File: src/rtl/seg_disp_ctrl_if.sv
`default_nettype none
// ============================================================================
// Module   : seg_disp_ctrl_if
// Purpose  : Host write bus into the seg_disp_ctrl shadow registers.
// Revision : 1.0  initial release
// ============================================================================
interface seg_disp_ctrl_if;
  logic        wr_en;
  logic [1:0]  wr_addr;
  logic [31:0] wr_data;

  modport master (
    output wr_en,
    output wr_addr,
    output wr_data
  );

  modport slave (
    input wr_en,
    input wr_addr,
    input wr_data
  );
endinterface
`default_nettype wire

File: src/rtl/seg_disp_ctrl.sv
`default_nettype none
// ============================================================================
// Module   : seg_disp_ctrl
// Purpose  : Shadow/commit refresh controller feeding the 8-digit 7-seg serializer.
// Revision : 1.0  initial release
// ============================================================================
module seg_disp_ctrl #(
  parameter int unsigned SHIFT_CYCLES   = 140,
  parameter int unsigned REFRESH_CYCLES = 1_000_000,
  parameter int unsigned FLASH_CYCLES   = 25_000_000
) (
  input  wire logic        clk,
  input  wire logic        rst,
  seg_disp_ctrl_if.slave   host,
  input  wire logic        force_ref,
  output logic             Start,
  output logic [31:0]      Hexs,
  output logic [7:0]       point,
  output logic [7:0]       LES,
  output logic             Tex,
  output logic             flash,
  output logic             busy,
  output logic [15:0]      frames
);

  localparam int unsigned HOLD_W  = (SHIFT_CYCLES   > 1) ? $clog2(SHIFT_CYCLES)   : 1;
  localparam int unsigned REF_W   = (REFRESH_CYCLES > 1) ? $clog2(REFRESH_CYCLES) : 1;
  localparam int unsigned FLASH_W = (FLASH_CYCLES   > 1) ? $clog2(FLASH_CYCLES)   : 1;

  localparam logic [HOLD_W-1:0]  HOLD_LAST  = HOLD_W'(SHIFT_CYCLES - 1);
  localparam logic [REF_W-1:0]   REF_LAST   = REF_W'(REFRESH_CYCLES - 1);
  localparam logic [FLASH_W-1:0] FLASH_LAST = FLASH_W'(FLASH_CYCLES - 1);

  localparam logic [1:0] ADDR_HEXS  = 2'd0;
  localparam logic [1:0] ADDR_POINT = 2'd1;
  localparam logic [1:0] ADDR_LES   = 2'd2;
  localparam logic [1:0] ADDR_TEX   = 2'd3;

  typedef enum logic [1:0] {
    S_IDLE  = 2'd0,
    S_LOAD  = 2'd1,
    S_START = 2'd2,
    S_HOLD  = 2'd3
  } state_t;

  state_t              r_state;
  logic [HOLD_W-1:0]   r_hold_cnt;
  logic [REF_W-1:0]    r_ref_cnt;
  logic [FLASH_W-1:0]  r_flash_cnt;

  logic [31:0]         r_hexs_sh;
  logic [7:0]          r_point_sh;
  logic [7:0]          r_les_sh;
  logic                r_tex_sh;
  logic                r_flash_sh;
  logic                r_dirty;
  logic                r_ref_req;

  logic                w_ref_wrap;
  logic                w_flash_wrap;
  logic                w_trigger;
  logic                w_commit;

  assign w_ref_wrap   = (r_ref_cnt == REF_LAST);
  assign w_flash_wrap = (r_flash_cnt == FLASH_LAST);
  assign w_trigger    = r_dirty | r_ref_req | force_ref;
  assign w_commit     = (r_state == S_LOAD);

  // Free-running timers; they never pause for the frame FSM.
  always_ff @(posedge clk or negedge rst) begin
    if (!rst) begin
      r_ref_cnt   <= '0;
      r_flash_cnt <= '0;
    end else begin
      r_ref_cnt   <= w_ref_wrap   ? '0 : r_ref_cnt + REF_W'(1);
      r_flash_cnt <= w_flash_wrap ? '0 : r_flash_cnt + FLASH_W'(1);
    end
  end

  always_ff @(posedge clk or negedge rst) begin
    if (!rst) begin
      r_hexs_sh  <= '0;
      r_point_sh <= '0;
      r_les_sh   <= '0;
      r_tex_sh   <= 1'b0;
      r_flash_sh <= 1'b0;
    end else begin
      if (host.wr_en) begin
        case (host.wr_addr)
          ADDR_HEXS:  r_hexs_sh  <= host.wr_data;
          ADDR_POINT: r_point_sh <= host.wr_data[7:0];
          ADDR_LES:   r_les_sh   <= host.wr_data[7:0];
          ADDR_TEX:   r_tex_sh   <= host.wr_data[0];
        endcase
      end
      if (w_flash_wrap) begin
        r_flash_sh <= ~r_flash_sh;
      end
    end
  end

  // A new request on the commit edge must survive the clear, so set has priority.
  always_ff @(posedge clk or negedge rst) begin
    if (!rst) begin
      r_dirty   <= 1'b1;
      r_ref_req <= 1'b0;
    end else begin
      if (host.wr_en || w_flash_wrap) begin
        r_dirty <= 1'b1;
      end else if (w_commit) begin
        r_dirty <= 1'b0;
      end
      if (w_ref_wrap) begin
        r_ref_req <= 1'b1;
      end else if (w_commit) begin
        r_ref_req <= 1'b0;
      end
    end
  end

  always_ff @(posedge clk or negedge rst) begin
    if (!rst) begin
      r_state    <= S_IDLE;
      r_hold_cnt <= '0;
      Start      <= 1'b0;
      busy       <= 1'b0;
      Hexs       <= '0;
      point      <= '0;
      LES        <= '0;
      Tex        <= 1'b0;
      flash      <= 1'b0;
      frames     <= '0;
    end else begin
      case (r_state)
        S_IDLE: begin
          Start <= 1'b0;
          if (w_trigger) begin
            r_state <= S_LOAD;
            busy    <= 1'b1;
          end
        end
        S_LOAD: begin
          // Display inputs only ever change here, just before Start.
          r_state <= S_START;
          Start   <= 1'b1;
          busy    <= 1'b1;
          Hexs    <= r_hexs_sh;
          point   <= r_point_sh;
          LES     <= r_les_sh;
          Tex     <= r_tex_sh;
          flash   <= r_flash_sh;
          frames  <= frames + 16'd1;
        end
        S_START: begin
          r_state    <= S_HOLD;
          r_hold_cnt <= '0;
          Start      <= 1'b0;
          busy       <= 1'b1;
        end
        S_HOLD: begin
          Start <= 1'b0;
          if (r_hold_cnt == HOLD_LAST) begin
            r_state <= S_IDLE;
            busy    <= 1'b0;
          end else begin
            r_hold_cnt <= r_hold_cnt + HOLD_W'(1);
            busy       <= 1'b1;
          end
        end
        default: begin
          r_state <= S_IDLE;
          Start   <= 1'b0;
          busy    <= 1'b0;
        end
      endcase
    end
  end

endmodule
`default_nettype wire

File: src/flat_wrapper.sv
// flat-port wrapper written by rule: the top's interface ports become plain ports
module seg_disp_ctrl_flat 
#(
  parameter int unsigned SHIFT_CYCLES   = 140,
  parameter int unsigned REFRESH_CYCLES = 1_000_000,
  parameter int unsigned FLASH_CYCLES   = 25_000_000
)
  (clk, rst, force_ref, Start, Hexs, point, LES, Tex, flash, busy, frames, host_wr_en, host_wr_addr, host_wr_data);
  seg_disp_ctrl_if host_i ();
  input  wire logic clk;
  input  wire logic rst;
  input  wire logic force_ref;
  output logic Start;
  output logic [31:0] Hexs;
  output logic [7:0] point;
  output logic [7:0] LES;
  output logic Tex;
  output logic flash;
  output logic busy;
  output logic [15:0] frames;
  input wire logic [$bits(host_i.wr_en)-1:0] host_wr_en;
  input wire logic [$bits(host_i.wr_addr)-1:0] host_wr_addr;
  input wire logic [$bits(host_i.wr_data)-1:0] host_wr_data;
  assign host_i.wr_en = host_wr_en;
  assign host_i.wr_addr = host_wr_addr;
  assign host_i.wr_data = host_wr_data;
  seg_disp_ctrl #(.SHIFT_CYCLES(SHIFT_CYCLES), .REFRESH_CYCLES(REFRESH_CYCLES), .FLASH_CYCLES(FLASH_CYCLES)) u_core (.clk(clk), .rst(rst), .host(host_i), .force_ref(force_ref), .Start(Start), .Hexs(Hexs), .point(point), .LES(LES), .Tex(Tex), .flash(flash), .busy(busy), .frames(frames));
endmodule
File: config.mk
export PLATFORM = sky130hd
export DESIGN_NAME = seg_disp_ctrl_flat
export DESIGN_NICKNAME = d
export VERILOG_FILES = /design/src/rtl/seg_disp_ctrl_if.sv /design/src/rtl/seg_disp_ctrl.sv /design/src/flat_wrapper.sv
export SDC_FILE = /design/constraint.sdc
export NUM_CORES = 1
export LEC_CHECK = 0
export CAP_MARGIN = 15
export CELL_PAD_IN_SITES_DETAIL_PLACEMENT = 0
export CELL_PAD_IN_SITES_GLOBAL_PLACEMENT = 1
export CORE_MARGIN = 5
export CORE_UTILIZATION = 47
export CTS_CLUSTER_SIZE = 10
export DETAILED_ROUTE_END_ITERATION = 16
export GPL_TIMING_DRIVEN = 1
export HOLD_SLACK_MARGIN = 0.03
export MAX_ROUTING_LAYER = met4
export PLACE_DENSITY = 0.95
export SLEW_MARGIN = 15
export SYNTH_ARGS = -nofsm -noshare
export SYNTH_HDL_FRONTEND = slang
export SYNTH_SLANG_ARGS = --single-unit
export TNS_END_PERCENT = 5
File: constraint.sdc
create_clock -name clk -period 4.5 [get_ports clk]
set_input_delay 0.9 -clock clk [delete_from_list [all_inputs] [get_ports clk]]
set_output_delay 0.9 -clock clk [all_outputs]
set_load 0.01 [all_outputs]
==> flow_summary_export.csv, run 1 <==
group,metric,value,unit
detailed_routing,drc_errors,0,
sta,setup_viol,0,
clock_network,cts_made_buffers,17,
placed_design,place_ws,1.89,ns
pwr,power,0.00335,W
run,maxCapViolCount,0,
grt,grt_pass1_vias,5218,
clock_network,ctsResizeCount,0,
grt,grt_pass1_wl,26000,um
die,die_area,18000,sq um
pwr,powerDensity,368,nW/um^2
detailed_routing,viasPerCell,5.41,
detailed_routing,wl_per_cell,17.4,um
logic_synthesis,netlist_area,7230,sq um
clock_network,cts_root_buffer,"clkbuf_16",
detailed_routing,finalWirelength,15100,um
placed_design,dp_hpwl,10300,um
logic_synthesis,synthTopCellsByArea,"dfrtp_1 (60%), mux2_2 (16%), xnor2_1 (2.7%), xor2_1 (2.7%), nand3_1 (1.9%)",
final_layout,fillCellCount,1134,
sta,hold_viol,0,
logic_synthesis,ys_warn_count,0,
clock_network,clk_path_buf_depth,2,
logic_synthesis,synth.most_common_cell,"dfrtp_1",
worst_setup_path,max_stage_delay,0.62,ns
logic_synthesis,ys_seq_area_frac,0.606,
detailed_routing,dr_wl_met3,1120,um
placed_design,place.gp.congestion,0.844,
grt,grt_max_degree,117,
logic_synthesis,synth_top_area_cell,"dfrtp_1",
die,coreArea,15100,sq um
sta,fin_crit_sh,0.525,
detailed_routing,drt_iter0_drc,196,
worst_setup_path,cp-end-kind,"output pin",
worst_setup_path,cpLargestDelayFamily,"buffers and inverters",
clock_network,cts_num_sinks,175,
worst_setup_path,worst_ep_required_time,3.60,ns
sta,slew_headroom,0.289,
clock_network,htree_levels,4,
run_status,status,"completed",
worst_setup_path,crit_buf_inv,1,
logic_synthesis,synth_top_cell_area_share,0.602,
placed_design,io_buffers,105,
pwr,p_leak,4.03,nW
grt,grt_usage,0.184,
sta,slew_violations,0,
pwr,ir_drop,0.292,mV
final_layout,synthToLayoutAreaGrowth,25.8,%
detailed_routing,ant_nets,0,
worst_setup_path,cp_slowest_cell,"clkdlybuf4s50_1",
grt,gr-total-overflow,0,
die,die_h,134,um
logic_synthesis,synth_flop_cell,"dfrtp_1",
hold_path,hold_class,"flop to flop",
detailed_routing,wl_met2,7670,um
worst_setup_path,crit_arrival,1.46,ns
grt,antenna_found_initial,1,
sta,worst_pin_slew,1.06,ns
logic_synthesis,async_flop_share,1.00,
sta,min_period,2.36,ns
sta,tns,0,ns
clock_network,insertion_delay,0.43,ns
worst_setup_path,critPathKind,"flop to output pin",
worst_setup_path,cp_max_fo,5,
die,rows,45,
clock_network,cts_hold_buf,0,
die,start_util,0.477,
logic_synthesis,synth.avg_cell_area,13.1,sq um
worst_setup_path,startpoint_type,"flop",
logic_synthesis,mappedNetlistNets,600,
sta,postLayoutSetupSlackWorst,2.14,ns
logic_synthesis,synth_edf_count,0,
clock_network,post_cts_buffers,0,
sta,finClkSkew,0.00613,ns
worst_setup_path,path_cells,"clkdlybuf4s50_1",
logic_synthesis,ys_seq_elements,175,
die,io_pins,106,
logic_synthesis,yosys-top-cells-count,"dfrtp_1 (174), mux2_2 (101), nor2_1 (31), nand2_1 (29), nand3_1 (28)",
die,die_width,134,um
sta,fmax,0.423,GHz
final_layout,finalNetCount,712,
sta,rsz0062_at_grt,"no",
detailed_routing,dr.max_layer_used,"met4",
detailed_routing,wl_met1,6030,um
clock_network,cts_tree,"built",
logic_synthesis,synth_cell_types,38,
logic_synthesis,syn_inst,553,
final_layout,layout-drive-gt1-share,0.218,
detailed_routing,route.vias.total,4689,
clock_network,path_clk_slew,0.06,ns
detailed_routing,dr.pass1.iters,4,
-- worst paths after layout --
| check | start | end | slack [ns] | cells after the start |
|---|---|---|---|---|
| min in group asynchronous | rst | u_core.Hexs[1] | 0.61 | 1 |
| max reg2reg | u_core.r_state[1] | u_core.frames[11] | 2.14 | 6 |
| min | u_core.frames[15] | u_core.frames[15] | 0.47 | 1 |
| min reg2reg | u_core.frames[15] | u_core.frames[15] | 0.47 | 1 |
| max in group asynchronous | rst | u_core.r_ref_cnt[12] | 3.02 | 2 |
| max | u_core.frames[2] | frames[2] | 2.14 | 1 |
-- registers in the layout, indices dropped and copies added (netlist names) --
signal              count
u_core.r_flash_sh       1
u_core.Tex              1
u_core.busy             1
u_core.Hexs            32
u_core.r_state          2
u_core.r_ref_req        1
u_core.r_flash_cnt     25
u_core.frames          16
u_core.r_hexs_sh       32
u_core.r_les_sh         8
u_core.r_ref_cnt       20
u_core.r_tex_sh         1
u_core.r_point_sh       8
u_core.LES              8
u_core.Start            1
u_core.flash            1
u_core.point            8
u_core.r_dirty          1
u_core.r_hold_cnt       8
-- through the flow --
step            util  hold WS [ns]  std cells  area (sq um)
5_1_grt        0.600         0.480        867          9090
3_3_place_gp   0.561         0.452        834          8500
6_report       0.600         0.471        867          9090
4_1_cts        0.600         0.475        866          9080
3_5_place_dp   0.561         0.465        834          8500
2_1_floorplan      -         0.436        553          7230
-- layer usage --
layer,global-route usage,vias up
met2,0.298,104
met1,0.215,2374
li1,-,2190
met4,0.0611,0
met3,0.0690,21
met5,-,-
-- where the power goes --
group	internal [W]	leakage [nW]	total, W	switching [W]
combinational	0.000124	1.50	0.000206	0.0000820
clock	0.000801	0.277	0.00142	0.000620
sequential	0.00167	2.25	0.00172	0.0000508
-- kinds of logic after synthesis --
kind of cell / Yosys count / share of synthesized area
DFF: 175 / 0.606
adders and majority gates: 9 / 0.0156
AOI/OAI and AO/OA: 42 / 0.0346
muxes: 107 / 0.166
buffers and inverters: 25 / 0.0135
and+or+nand+nor: 151 / 0.111
xor gates and xnor gates: 44 / 0.0533
-- placed cells by master, fill, tap and decap left out, types with 2 or more instances in the layout --
master and instances:
a21o_1 3, a21oi_1 13, a31oi_1 3, and3_1 9, and4_1 3, buf_4 3
clkbuf_16 17, clkbuf_8 2, clkdlybuf4s50_1 104, clkinv_4 3, clkinvlp_4 3, dfrtp_1 174
ha_1 8, inv_1 8, inv_6 5, mux2_2 101, mux2i_1 6, nand2_1 29
nand3_1 28, nand3b_1 2, nand4_1 10, nor2_1 31, nor2b_1 3, nor3_1 6
nor4_1 3, o21ai_0 11, o22ai_1 2, o31ai_1 9, or2_2 3, or3_1 6
or4_1 10, xnor2_1 22, xor2_1 22
-- area by class of cell --
class | instances | area, sq um | share of cell area
sequential | 175 | 4380 | 0.482
multi-input combinational | 353 | 2760 | 0.304
timing repair buffer | 109 | 1090 | 0.120
clock buffer | 19 | 453 | 0.0498
tap | 188 | 235 | 0.0259
clock inverter | 13 | 128 | 0.0140
inverter | 9 | 33.8 | 0.00372
antenna | 1 | 2.50 | 0.000275
No activity file was read; power rests on OpenSTA's default activity.
==> inputs of run 2 (changes only) <==
CORE_UTILIZATION = 44   (was 47)
PLACE_DENSITY = 0.91   (was 0.95)
clock period = 2.3 ns   (was 4.5 ns; I/O delays follow)
==> flow_summary_export.csv, run 2 (synthesis results as in run 1) <==
group,metric,value,unit
sta,finClkSkew,0.00643,ns
clock_network,ctsResizeCount,0,
grt,gr-total-overflow,0,
pwr,powerDensity,730,nW/um^2
sta,hold_viol,0,
grt,grt_max_degree,78,
grt,antenna_found_initial,0,
clock_network,clk_path_buf_depth,2,
clock_network,cts_tree,"built",
detailed_routing,finalWirelength,15100,um
worst_setup_path,cp-end-kind,"flop",
worst_setup_path,max_stage_delay,0.68,ns
clock_network,htree_levels,4,
final_layout,layout-drive-gt1-share,0.224,
sta,hold-worst-slack,0.401,ns
final_layout,final_cell_mix,"dfrtp_1 (174), clkdlybuf4s50_1 (104), mux2_2 (101)",
worst_setup_path,crit_arrival,2.50,ns
final_layout,fillCellCount,1317,
sta,fin_crit_sh,0.935,
detailed_routing,route.vias.total,4720,
placed_design,io_buffers,105,
hold_path,hold_class,"input port to asynchronous set/reset pin",
grt,grt_usage,0.166,
clock_network,cts_made_buffers,17,
pwr,p_clk_frac,0.443,
grt,grt_pass1_vias,5122,
worst_setup_path,worst_ep_required_time,2.65,ns
final_layout,finalNetCount,721,
worst_setup_path,critPathKind,"flop to flop",
clock_network,path_clk_slew,0.07,ns
grt,grt_pass1_wl,25300,um
detailed_routing,viasPerCell,5.23,
placed_design,place.gp.congestion,0.823,
clock_network,insertion_delay,0.43,ns
pwr,power,0.00676,W
die,rows,46,
sta,worst_pin_slew,0.521,ns
final_layout,fin_cells,903,
detailed_routing,wl_per_cell,16.7,um
final_layout,reg_top3,"u_core.Hexs (32), u_core.r_hexs_sh (32), u_core.r_flash_cnt (25)",
pwr,power.switching,0.00148,W
sta,slew_violations,0,
pwr,p_leak,4.09,nW
placed_design,dp.cells,870,
final_layout,layout_commonest_cell,"dfrtp_1",
sta,slew_headroom,0.650,
die,start_util,0.452,
worst_setup_path,cp_max_fo,9,
worst_setup_path,cp_slowest_cell,"or4_1",
die,coreArea,16000,sq um
clock_network,cts_root_buffer,"clkbuf_16",
final_layout,n_antenna_cell,0,
sta,setup_viol,0,
worst_setup_path,startpoint_type,"flop",
die,die_h,138,um
detailed_routing,drt_iter0_drc,259,
die,die_width,138,um
worst_setup_path,crit_buf_inv,2,
detailed_routing,dr.pass1.iters,4,
final_layout,utilization,0.578,
detailed_routing,drc_errors,0,
pwr,pwr-share-seq,0.497,
pwr,pwr-share-comb,0.060,
worst_setup_path,cpLargestDelayFamily,"simple AND/OR/NAND/NOR gates",
sta,tns,0,ns
detailed_routing,ant_nets,0,
pwr,p_int,0.00527,W
worst_setup_path,path_cells,"ha_1 -> inv_1 -> or4_1 -> buf_4 -> or3_1 -> a21oi_1",
pwr,switching_share,0.220,
pwr,ir_drop,0.532,mV
sta,rsz0062_at_grt,"no",
sta,min_period,2.15,ns
run,maxCapViolCount,0,
die,die_area,19100,sq um
placed_design,dp_hpwl,10600,um
run_status,status,"completed",
sta,fmax,0.465,GHz
final_layout,synthToLayoutAreaGrowth,28.0,%
clock_network,cts_num_sinks,175,
die,io_pins,106,
==> run 2: cell types whose count changed in the layout (fill, tap and decap cells not counted), sizes merged <==
| cell | change |
|---|---|
| buf | +8 |
| bufinv | +2 |
| clkinv | -2 |
| diode | -1 |
| dlygate4sd3 | +1 |
==> run 2: worst register-to-register path: stages (launching register included) <==
cell     delay, ns
dfrtp_1       0.42
ha_1          0.23
inv_1         0.07
or4_1         0.68
buf_4         0.22
or3_1         0.31
a21oi_1       0.15
==> run 2: power by group through the flow <==
| stage | sequential [W] | combinational (W) | clock [W] |
|---|---|---|---|
| 4_1_cts | 0.00336 | 0.000419 | 0.00304 |
| 6_report | 0.00336 | 0.000406 | 0.00299 |
| 3_5_place_dp | 0.00341 | 0.000413 | 0 |
| 2_1_floorplan | 0.00339 | 0.000183 | 0 |
| 5_1_grt | 0.00338 | 0.000449 | 0.00316 |
| 3_3_place_gp | 0.00340 | 0.000392 | 0 |
==> run 2: layer usage <==
metal,up-vias,part of all wire,track usage
li1,2198,-,-
met1,2412,0.43,0.196
met2,92,0.50,0.273
met3,18,0.053,0.0521
met4,0,0.015,0.0541
met5,-,0,-
==> run 2: what timing repair did <==
action | 4_1_cts | 5_1_grt
hold buffers | 1 | 0
buffers inserted | 0 | 0
hold endpoints to repair | 9 | 0
==> run 2: cell type report <==
cell class | count | area (sq um) | share of cell area
Sequential cell | 175 | 4380 | 0.474
Multi-Input combinational cell | 353 | 2760 | 0.298
Timing Repair Buffer | 118 | 1190 | 0.129
Clock buffer | 19 | 443 | 0.0479
Tap cell | 216 | 270 | 0.0292
Clock inverter | 13 | 174 | 0.0188
Inverter | 9 | 33.8 | 0.00365
==> run 2: worst paths after layout <==
kind / start / endpoint / slack (ns) / cells after the start
worst max-delay path: u_core.r_flash_cnt[0] / u_core.r_flash_cnt[16] / 0.15 / 6
worst min-delay path: rst / u_core.r_hexs_sh[21] / 0.40 / 2
worst max register to register: u_core.r_flash_cnt[0] / u_core.r_flash_cnt[16] / 0.15 / 6
worst min register to register: u_core.r_flash_sh / u_core.r_flash_sh / 0.47 / 1
max in group asynchronous: rst / u_core.Hexs[16] / 1.21 / 3
min in group clk: u_core.r_flash_sh / u_core.r_flash_sh / 0.47 / 1
==> run 2: stage by stage <==
step | setup WS (ns) | instance area [sq um]
CTS | 0.161 | 9250
finish | 0.150 | 9250
detailed placement | 0.119 | 8620
floorplan | 0.375 | 7230
global route | 0.0342 | 9250
global placement | 0.139 | 8620
==> inputs of run 3 (changes only) <==
CORE_UTILIZATION = 50   (was 44)
DONT_BUFFER_PORTS = 1   (was unset)
PLACE_DENSITY = 0.89   (was 0.91)
SKIP_CTS_REPAIR_TIMING = 1   (was unset)
==> flow_summary_export.csv, run 3 (synthesis results as in run 1) <==
group,metric,value,unit
run_status,status,"finished with violations",
run_status,violations,"negative hold slack",
worst_setup_path,cp-end-kind,"flop",
clock_network,cts_root_buffer,"clkbuf_16",
worst_setup_path,path_cells,"ha_1 -> inv_1 -> or4_4 -> or4_1 -> a21oi_1",
sta,hold_viol,175,
placed_design,dp_hpwl,8760,um
sta,slew_headroom,0.663,
die,start_util,0.503,
placed_design,dp.cells,728,
detailed_routing,route.vias.total,4245,
worst_setup_path,startpoint_type,"flop",
sta,fmax,0.487,GHz
pwr,powerDensity,783,nW/um^2
die,die_width,130,um
final_layout,reg_top3,"u_core.Hexs (32), u_core.r_hexs_sh (32), u_core.r_flash_cnt (25)",
worst_setup_path,max_stage_delay,0.62,ns
clock_network,path_clk_slew,0.07,ns
detailed_routing,finalWirelength,13300,um
worst_setup_path,worst_ep_required_time,2.64,ns
clock_network,cts_made_buffers,17,
final_layout,final_cell_mix,"dfrtp_1 (174), mux2_2 (101), nor2_1 (31)",
grt,antenna_found_initial,1,
sta,tns,0,ns
sta,setup_viol,0,
final_layout,utilization,0.559,
detailed_routing,wl_per_cell,17.5,um
sta,hold-worst-slack,-0.261,ns
grt,met1_usage,0.214,
grt,grt_usage,0.176,
final_layout,finalNetCount,610,
clock_network,cts_num_sinks,175,
detailed_routing,viasPerCell,5.59,
run,maxCapViolCount,0,
pwr,ir_drop,0.455,mV
sta,rsz0062_at_grt,"no",
worst_setup_path,critPathKind,"flop to flop",
worst_setup_path,cp_slowest_cell,"or4_4",
grt,grt_pass1_vias,4655,
detailed_routing,drc_errors,0,
detailed_routing,dr.pass1.iters,4,
final_layout,layout_commonest_cell,"dfrtp_1",
clock_network,cts_tree,"built",
clock_network,insertion_delay,0.42,ns
placed_design,place.gp.congestion,0.834,
clock_network,htree_levels,4,
die,die_area,17000,sq um
placed_design,io_buffers,0,
hold_path,hold_class,"input port to asynchronous set/reset pin",
final_layout,synthToLayoutAreaGrowth,11.1,%
sta,finClkSkew,0.00829,ns
die,rows,44,
worst_setup_path,crit_arrival,2.39,ns
grt,met2_usage,0.261,
grt,top_usage_layer,"met2",
worst_setup_path,cp_max_fo,13,
sta,fin_crit_sh,0.893,
grt,gr-usage-met3,0.0761,
clock_network,clk_path_buf_depth,2,
grt,grt_pass1_wl,23000,um
grt,grt_max_degree,176,
sta,worst_pin_slew,0.504,ns
sta,min_period,2.05,ns
worst_setup_path,cpLargestDelayFamily,"simple AND/OR/NAND/NOR gates",
die,die_h,130,um
detailed_routing,ant_nets,0,
die,io_pins,106,
final_layout,fin_cells,760,
die,coreArea,14400,sq um
final_layout,layout-drive-gt1-share,0.256,
sta,slew_violations,0,
detailed_routing,drt_iter0_drc,192,
pwr,p_leak,3.66,nW
worst_setup_path,crit_buf_inv,1,
grt,gr-total-overflow,0,
-- run 3: final timing paths --
path / from / endpoint / slack [ns] / cells after the start
max: u_core.r_flash_cnt[0] / u_core.r_flash_cnt[24] / 0.25 / 5
min: rst / u_core.r_hold_cnt[2] / -0.26 / 0
max reg2reg: u_core.r_flash_cnt[0] / u_core.r_flash_cnt[24] / 0.25 / 5
min reg2reg: u_core.r_flash_sh / u_core.r_flash_sh / 0.47 / 1
max in group asynchronous: rst / u_core.r_dirty / 2.34 / 0
min in group clk: host_wr_en / u_core.r_dirty / 0.15 / 1
-- run 3: stage by stage --
step	total power (W)	instance area [sq um]	setup slack (ns)
final	0.00629	8030	0.245
after global routing	0.00654	8030	0.132
after CTS	0.00636	8030	0.123
after detailed placement	0.00363	7470	0.119
after global placement	0.00361	7470	0.210
after floorplan	0.00357	7230	0.375
-- run 3: where the power goes --
part           switching [W]  internal, W  total [W]
Clock                0.00118      0.00153    0.00271
Sequential          0.000106      0.00326    0.00337
Combinational      0.0000594     0.000147   0.000207
-- run 3: area by class of cell --
| type | instances | area, sq um |
|---|---|---|
| fill | 1098 | 6340 |
| sequential | 175 | 4380 |
| multi-input combinational | 353 | 2760 |
| clock buffer | 20 | 447 |
| tap | 184 | 230 |
| clock inverter | 11 | 110 |
| timing repair buffer | 7 | 65.1 |
| inverter | 9 | 33.8 |
| antenna | 1 | 2.50 |
-- run 3: routing by layer --
metal / vias to the layer above / wire length [um]
met2: 98 / 6410
met4: 0 / 201
met5: - / 0
li1: 1982 / -
met3: 18 / 1160
met1: 2147 / 5560
